[src/rtl/logic_func_unit.sv]
// Registered F1/F2/F4 Boolean function unit with an exhaustive 4-bit sweep
// generator for bring-up; vector bit 3 is A, bit 0 is D.

module lfu_func (
  input  logic [3:0] v,
  output logic       f1,
  output logic       f2,
  output logic       f4
);
  // Pure sum-of-products gate logic on {A,B,C,D}
  assign f1 = (v[3] & ~v[2]) | (~v[3] & v[2]);
  assign f2 = ~v[3] | v[2];
  assign f4 = (~v[2] & ~v[0]) | (v[1] & v[0]);
endmodule

module logic_func_unit #(
  parameter int DWELL = 4
) (
  input  logic       clk,
  input  logic       rst_n,
  input  logic       sweep_en,
  input  logic       a,
  input  logic       b,
  input  logic       c,
  input  logic       d,
  output logic [3:0] vec,
  output logic       f1,
  output logic       f2,
  output logic       f4,
  output logic       sweep_done
);
  localparam logic [7:0] DW_LAST = 8'(DWELL - 1);

  logic [7:0] dw_cnt;
  logic [3:0] sw_cnt;
  logic       wrap_q;
  logic [3:0] app_vec;
  logic       f1_c, f2_c, f4_c;
  logic       dw_last;

  assign app_vec = sweep_en ? sw_cnt : {a, b, c, d};
  assign dw_last = (dw_cnt == DW_LAST);

  lfu_func u_func (
    .v  (app_vec),
    .f1 (f1_c),
    .f2 (f2_c),
    .f4 (f4_c)
  );

  always_ff @(posedge clk or negedge rst_n) begin
    if (!rst_n) begin
      vec        <= '0;
      f1         <= 1'b0;
      f2         <= 1'b0;
      f4         <= 1'b0;
      dw_cnt     <= '0;
      sw_cnt     <= '0;
      wrap_q     <= 1'b0;
      sweep_done <= 1'b0;
    end else begin
      vec <= app_vec;
      f1  <= f1_c;
      f2  <= f2_c;
      f4  <= f4_c;
      if (!sweep_en) begin
        dw_cnt     <= '0;
        sw_cnt     <= '0;
        wrap_q     <= 1'b0;
        sweep_done <= 1'b0;
      end else begin
        if (dw_last) begin
          dw_cnt <= '0;
          sw_cnt <= sw_cnt + 4'd1;
        end else begin
          dw_cnt <= dw_cnt + 8'd1;
        end
        // Pulse is delayed one edge past the 15->0 wrap so it lines up
        // with the first 0000 of the new pass on vec.
        wrap_q     <= dw_last && (sw_cnt == 4'hF);
        sweep_done <= wrap_q;
      end
    end
  end
endmodule

[config.mk]
export PLATFORM = sky130hd
export DESIGN_NAME = logic_func_unit
export DESIGN_NICKNAME = d
export VERILOG_FILES = /design/src/rtl/logic_func_unit.sv
export SDC_FILE = /design/constraint.sdc
export NUM_CORES = 1
export LEC_CHECK = 0
export CAP_MARGIN = 10
export CELL_PAD_IN_SITES_DETAIL_PLACEMENT = 1
export CELL_PAD_IN_SITES_GLOBAL_PLACEMENT = 1
export CORE_MARGIN = 3
export CORE_UTILIZATION = 30
export CTS_BUF_LIST = sky130_fd_sc_hd__clkbuf_8
export DETAILED_ROUTE_END_ITERATION = 10
export GPL_TIMING_DRIVEN = 0
export MAX_ROUTING_LAYER = met4
export PLACE_DENSITY = 0.67
export SYNTH_ARGS = -nofsm -noshare
export SYNTH_HDL_FRONTEND = slang
export SYNTH_SLANG_ARGS = --single-unit
export TNS_END_PERCENT = 10
[constraint.sdc]
create_clock -name clk -period 5.2 [get_ports clk]
set_input_delay 0.78 -clock clk [delete_from_list [all_inputs] [get_ports clk]]
set_output_delay 0.78 -clock clk [all_outputs]
set_load 0.01 [all_outputs]
# Word-level counts from Yosys, hierarchy flattened
# Cells that the tools add are included.
[op_classes] n_reduce_logical=1 n_mux=7 eq_ne=3 bitwise_logic=10 add_sub_neg=2
[ops] operator="$mux W8" count=2
[ops] operator="$mux W4" count=3
[ops] operator="$add A8 B1 Y8 const B" count=1
[ops] operator="$eq A8 B2 Y1 const B" count=1
[ops] operator="$add A4 B1 Y4 const B" count=1
[ops] operator="$and A1 B1 Y1" count=4
[ops] operator="$eq A4 B4 Y1 const B" count=1
[ops] operator="$not A1 Y1" count=3
[ops] operator="$or A1 B1 Y1" count=3
[ops] operator="$mux W1" count=2
[ops] operator="$ne A2 B1 Y1 const B" count=1
[ops] operator="$logic_and A1 B1 Y1" count=1
[totals] register_bits=21 output_inout_bits=8 wordCells=31 inputBits=7

# Logic depth before layout (Yosys ltp)
# Gate-level depths: netlist of the first run.
[depth] depth_word=4 mapped_depth=6 ltp_nobuf=5

# Cells and area by module
# Synthesis of the first run repeated with hierarchy kept, for this count alone.
[unflattened] cells_unflattened=84 area_unflattened_um2=909.6
[modules_own_cells] module="logic_func_unit" area_each_um2=877.1 seq_area_each_um2=525.5 cells_each=78 n_inst=1
[modules_own_cells] module="lfu_func" area_each_um2=32.5 seq_area_each_um2=0.0 cells_each=6 n_inst=1

# Worst setup path after synthesis of the first run
# No wires, ideal clock.
[synth_timing] kind="input to register" from="in sweep_en" to="reg f1" arrival_time_ps=1714 t_required_ps=5087 setup_time_ps=113 setup_slack_ps=3373 cell_stages=4 n_path_buf=1 path_cell_list="clkbuf_1 mux2_2 ha_1 inv_1"
[synth_via] elab_chain_len=4 word_cells_on_any_way=6 cone_classes="mux (1); bitwise (5)"
[synth_lines] item="from (decl)" line="21" rtl="input logic sweep_en,"
[synth_lines] item="$mux W4 (*)" line="41" rtl="assign app_vec = sweep_en ? sw_cnt : {a, b, c, d};"
[synth_lines] item="net app_vec[3]" line="37" rtl="logic [3:0] app_vec;"
[synth_lines] item="$not A1 Y1" line="11" rtl="assign f1 = (v[3] & ~v[2]) | (~v[3] & v[2]);"
[synth_lines] item="$and A1 B1 Y1" line="11"
[synth_lines] item="$or A1 B1 Y1 (*)" line="11"
[synth_lines] item="net f1_c" line="38" rtl="logic f1_c, f2_c, f4_c;"
[synth_lines] item="to (signal assigned)" line="54" rtl="f1 <= 1'b0;"
[synth_lines] item="to (signal assigned)" line="63" rtl="f1 <= f1_c;"
[synth_lines] item="to (decl)" line="27" rtl="output logic f1,"
# Mark *: on every way through the listed nets, which the timed path passes. The rest lies on a longest branch.
# A chain may end at the register's enable or synchronous reset.

# Worst setup path after layout of the first run
[layout_timing] from="reg dw_cnt[0]" to="reg sw_cnt[3]"
[layout_via] elab_chain_len=2
[layout_lines] item="from (decl)" line="34" rtl="logic [7:0] dw_cnt;"
[layout_lines] item="from (signal assigned)" line="76" rtl="dw_cnt <= dw_cnt + 8'd1;"
[layout_lines] item="$eq A8 B2 Y1" line="42" rtl="assign dw_last = (dw_cnt == DW_LAST);"
[layout_lines] item="$ne A2 B1 Y1 (no line)"
[layout_lines] item="to (signal assigned)" line="74" rtl="sw_cnt <= sw_cnt + 4'd1;"
[layout_lines] item="to (decl)" line="35" rtl="logic [3:0] sw_cnt;"
# No other way between the ends.

==> flow_metrics.py, run 1 <==
metrics = {
    "sta": {
        "hold_viol": 0,
        "setup_tns_ps": 0,
        "post-route-min-period_ps": 1950,
        "worst_pin_slew_ps": 949,
        "setup-violations-final": 0,
        "max-slew-margin-rel": 0.366,
        "finalCritPeriodShare": 0.375,
        "rsz0062_at_grt": "false",
        "clock_skew_ps": 7.22,
        "final_max_slew_viol_count": 0,
        "fmaxAchievable_mhz": 513,
    },
    "hold_path": {
        "holdPathStages": 1,
        "min_to": "sweep_done",
        "hp-start": "wrap_q",
        "min_path_type": "reg -> reg",
    },
    "finish": {
        "drive_gt1_frac": 0.0865,
        "syn2layout_area_growth_pct": 23.1,
        "fin_area_um2": 1140,
        "multiInputGateArea_um2": 354,
        "diodes": 0,
        "final_net_count": 116,
        "n_fill_cell": 331,
        "post-route-util": 0.401,
        "seq_area_um2": 526,
    },
    "placement": {
        "gp_congestion": 0.703,
        "dp_hpwl_um": 1380,
        "io_buffers": 13,
        "post_dp_cell_area_um2": 1100,
    },
    "logic_synthesis": {
        "yosysSeqAreaShare": 0.565,
        "synthXorXnorAreaFrac": 0.0283,
        "synthesis.nets": 98,
        "synth_top_family_by_area": "simple AND/OR/NAND/NOR gates",
        "ys_types": 26,
        "yosysTopAreaCell": "dfrtp_1",
        "yosysMostFrequentCell": "dfrtp_1",
        "synth_compound_area_frac": 0.0834,
        "synth_common_cells": "dfrtp_1 (21), a21oi_1 (7), inv_1 (7)",
        "ys_ff_latch": 21,
        "synthFlopType": "dfrtp_1",
        "synthTopCellsByArea": "dfrtp_1 (57%), ha_1 (5.4%), a21oi_1 (3.8%)",
        "async_flop_share": 1.00,
        "synthAdderAreaFrac": 0.0538,
        "yosysWarnings": 0,
        "yosysTopAreaCellShare": 0.565,
        "synth_simple_gate_area_frac": 0.170,
        "synth-edff-count": 0,
        "syn_area_um2": 930,
        "synthMuxAreaShare": 0.0458,
        "synth_cells": 87,
        "synth.avg_cell_area_um2": 10.7,
    },
    "routing": {
        "vias": 675,
        "ant_nets": 0,
        "drt_wl_total_um": 1920,
        "drt-initial-drc-count": 20,
        "first_pass_iters": 4,
        "viasPerCell": 5.00,
        "wl_per_cell_um": 14.3,
        "drc": 0,
    },
    "global_routing": {
        "grt_pass1_wl_um": 3280,
        "grt_max_degree": 22,
        "track_usage": 0.122,
        "antenna_found_initial": 0,
        "overflow": 0,
        "grt_pass1_vias": 696,
    },
    "clocking": {
        "cts_resized": 0,
        "cts_setup_buffers": 0,
        "cts_tree": "yes",
        "path_clk_slew_ps": 80,
        "cts_made_buffers": 3,
        "cts_buffer_depth": 2,
        "clockRootBuffer": "clkbuf_8",
        "clock_latency_ps": 260,
        "cts_hold_buf": 0,
        "cts.htree.levels": 1,
        "clock-sinks": 21,
    },
    "setup_path": {
        "r2r-start": "dw_cnt[0]",
        "crit_path_start_kind": "flip-flop",
        "reg2reg_depth": 5,
        "regToRegEndpoint": "sw_cnt[3]",
        "cp.arrival_ps": 2140,
        "r2r_setup_slack_ps": 3250,
        "criticalPathCategory": "reg -> reg",
        "crit_fanout": 7,
        "end_kind": "flip-flop",
        "cp.required_ps": 5390,
    },
    "power": {
        "p_leak_nw": 0.518,
        "p_total_uw": 319,
        "power.density_nw_per_um2": 278,
        "worst_ir_drop_vdd_mv": 0.168,
    },
    "outcome": {
        "outcome": "complete, no violations",
    },
    "floorplan": {
        "initial_core_util": 0.326,
        "die_area_um2": 3800,
        "fp.dieW_um": 61.7,
        "ioPinCount": 15,
        "coreArea_um2": 2850,
        "fp-row-count": 19,
        "fp.dieH_um": 61.7,
    },
    "flow_run": {
        "maxCapViolCount": 0,
    },
}
==> worst max-delay path by stage <==
stage	from	to	slack, ps
4_1_cts	dw_cnt[0]	dw_cnt[2]	3200
2_1_floorplan	sweep_en	f1	3370
5_1_grt	dw_cnt[0]	dw_cnt[5]	3010
3_5_place_dp	b	f1	3080
6_report	dw_cnt[0]	sw_cnt[3]	3250
3_3_place_gp	b	f1	3110
==> area by class of cell <==
| type | count | share of cell area |
|---|---|---|
| multi-input cells | 55 | 0.309 |
| well taps | 31 | 0.0339 |
| flip-flops and latches | 21 | 0.459 |
| clock inverters | 1 | 0.00437 |
| clock buffers | 3 | 0.0361 |
| plain buffers | 4 | 0.0208 |
| repair buffers | 13 | 0.114 |
| inverters | 7 | 0.0230 |
==> registers in the layout (all words and copies together) (netlist names) <==
register,flops
f4,1
f2,1
vec,4
sw_cnt,4
wrap_q,1
sweep_done,1
dw_cnt,8
f1,1
==> cell usage in the layout (no fill, tap or decap), types with 2 or more instances in the layout <==
master,instances
nor3_1,2
o21ai_0,6
dfrtp_1,21
inv_1,7
clkbuf_8,3
nor2_1,6
a21oi_1,7
mux2i_1,2
mux2_2,2
or3_1,4
nand2_1,3
xor2_1,2
nand4_1,2
clkbuf_1,2
ha_1,4
clkdlybuf4s50_1,13
nand3_1,6
==> routing by layer <==
| layer | track usage | part of all wire | up-vias |
|---|---|---|---|
| li1 | - | - | 332 |
| met1 | 0.169 | 0.48 | 336 |
| met2 | 0.176 | 0.49 | 5 |
| met3 | 0.0189 | 0.018 | 2 |
| met4 | 0.0545 | 0.0094 | 0 |
| met5 | - | 0 | - |
==> critical path, cell delays in order, from the launching register on <==
cell and delay, ps:
dfrtp_1 400, ha_1 220, or4b_1 430, buf_2 170, or4_1 500, a21oi_1 160
==> power breakdown <==
| part | leakage [nW] | internal (mW) | total (mW) | switching [mW] |
|---|---|---|---|---|
| Clock | 0.0255 | 0.0533 | 0.107 | 0.0536 |
| Sequential | 0.278 | 0.170 | 0.175 | 0.00448 |
| Combinational | 0.215 | 0.0178 | 0.0371 | 0.0192 |
==> metrics by stage <==
step | std cells | worst slack (ps) | hold WS (ps)
after floorplan | 87 | 3370 | 434
after global placement | 131 | 3110 | 440
after detailed placement | 131 | 3080 | 459
after global routing | 135 | 3010 | 519
final | 135 | 3250 | 476
after CTS | 135 | 3200 | 484
==> logic make-up (layout without fill, tap and decap cells) <==
logic type / count (synthesis) / count (layout)
compound gates: 15 / 15
xor+xnor: 3 / 3
fa+ha+maj: 4 / 4
buf+inv: 11 / 28
flops: 21 / 21
mux: 4 / 4
simple gates: 29 / 29
Power figures use the tool's default switching activity.
==> run 2: changes to the inputs <==
- clock period: 5.2 -> 1.91 ns (I/O delays scaled with it)
==> flow_metrics.py, run 2 (synthesis results as in run 1) <==
metrics = {
    "setup_path": {
        "crit_fanout": 5,
        "cp.required_ps": 2100,
        "critPathMaxStageDelay_ps": 500,
        "path_cells": "ha_2 > or4b_4 > buf_6 > or4_4 > a21oi_2",
        "criticalPathCategory": "reg -> reg",
        "end_kind": "flip-flop",
        "cp.arrival_ps": 2070,
        "crit_path_start_kind": "flip-flop",
        "worst_path_max_delay_cell": "or4_4",
    },
    "routing": {
        "ant_nets": 0,
        "drc": 0,
        "vias": 738,
        "wl_per_cell_um": 15.6,
        "drt_wl_total_um": 2240,
        "first_pass_iters": 7,
        "drt-initial-drc-count": 4,
        "viasPerCell": 5.13,
    },
    "placement": {
        "gp_congestion": 0.703,
        "dp_hpwl_um": 1380,
        "post_dp_cell_area_um2": 1100,
        "dp_slack_ps": -67.8,
        "io_buffers": 13,
    },
    "sta": {
        "post-route-min-period_ps": 1870,
        "final_max_slew_viol_count": 0,
        "worst_slack_ps": 37.4,
        "hold_viol": 0,
        "hold_slack_ps": 475,
        "worst_pin_slew_ps": 937,
        "clock_skew_ps": 6.26,
        "fmaxAchievable_mhz": 534,
        "max-slew-margin-rel": 0.374,
        "setup-violations-final": 0,
        "finalCritPeriodShare": 0.980,
    },
    "floorplan": {
        "initial_core_util": 0.326,
        "die_area_um2": 3800,
        "coreArea_um2": 2850,
        "ioPinCount": 15,
        "fp.dieW_um": 61.7,
        "fp.dieH_um": 61.7,
        "fp-row-count": 19,
    },
    "finish": {
        "mostFrequentLayoutCells": "dfrtp_1 (21), clkdlybuf4s50_1 (13), buf_4 (9)",
        "reg_top3": "dw_cnt (8), sw_cnt (4), vec (4)",
        "final_net_count": 125,
        "largest_reg_flops": 8,
        "diodes": 0,
        "fin_area_um2": 1240,
        "n_fill_cell": 326,
        "regMostFlops": "dw_cnt",
        "multiInputGateArea_um2": 372,
        "drive_gt1_frac": 0.204,
        "final_common_cell": "dfrtp_1",
        "syn2layout_area_growth_pct": 33.0,
        "seq_area_um2": 526,
    },
    "global_routing": {
        "grt_pass1_wl_um": 3260,
        "grt_max_degree": 22,
        "grt_pass1_vias": 696,
        "overflow": 0,
        "track_usage": 0.122,
        "antenna_found_initial": 0,
    },
    "power": {
        "p_total_uw": 900,
        "worst_ir_drop_vdd_mv": 0.459,
        "power.density_nw_per_um2": 728,
        "p_leak_nw": 0.572,
    },
    "hold_path": {
        "min_path_type": "in -> reg",
    },
    "clocking": {
        "cts_buffer_depth": 2,
        "path_clk_slew_ps": 80,
        "clock_latency_ps": 260,
        "cts.htree.levels": 1,
        "clockRootBuffer": "clkbuf_8",
        "cts_tree": "yes",
        "cts_made_buffers": 3,
        "clock-sinks": 21,
    },
    "outcome": {
        "outcome": "complete, no violations",
    },
    "flow_run": {
        "maxCapViolCount": 0,
    },
}
run 2: metal layers:
metal  track usage  up-vias  wire length [µm]
met3        0.0189        2                32
met1         0.167      377               967
met5             -        -                 0
met2         0.176        7              1230
li1              -      352                 -
met4        0.0545        0                 8
run 2: worst max-delay path: cells and delay by family (launching register included):
family,cells,cell delay [ps]
adder cells (fa/ha/maj),1,190
flip-flops,1,390
AND/OR/NAND/NOR,2,950
AO/OA/AOI/OAI,1,130
buffers and inverters,1,140
run 2: power by group:
group | internal (mW) | switching (mW)
Sequential | 0.463 | 0.0114
Combinational | 0.0687 | 0.0614
Clock | 0.145 | 0.150
Total | 0.677 | 0.222
run 2: layout make-up:
cell class	instances	share of cell area
tap	31	0.0314
timing repair buffer	22	0.160
clock buffer	3	0.0334
inverter	7	0.0213
clock inverter	1	0.00405
sequential	21	0.425
buffer	4	0.0243
multi-input combinational	55	0.301
run 2: per-stage QoR:
stage / utilization / cells / setup TNS [ps]
6_report: 0.433 / 144 / 0
5_1_grt: 0.433 / 144 / -41.4
4_1_cts: 0.404 / 135 / -56.3
3_5_place_dp: 0.385 / 131 / -498
3_3_place_gp: 0.385 / 131 / -9.88
2_1_floorplan: - / 87 / 0
run 2: path summary, 6_finish.rpt:
check / start / to / slack, ps / depth (start not counted)
hold reg to reg: wrap_q / sweep_done / 480 / 1
hold / removal: sweep_en / sw_cnt[2] / 470 / 3
min in group asynchronous: rst_n / vec[1] / 540 / 1
setup reg to reg: dw_cnt[0] / sw_cnt[3] / 40 / 5
max in group asynchronous: rst_n / dw_cnt[5] / 790 / 1
setup / recovery: dw_cnt[0] / sw_cnt[3] / 40 / 5
run 2: timing repair:
item / in CTS / in global routing
resized for setup: 2 / 6
pin swaps: 0 / 2
hold buffers: 0 / 0
setup buffers: 0 / 9
setup endpoints to repair: 9 / 10
cloned: 0 / 0
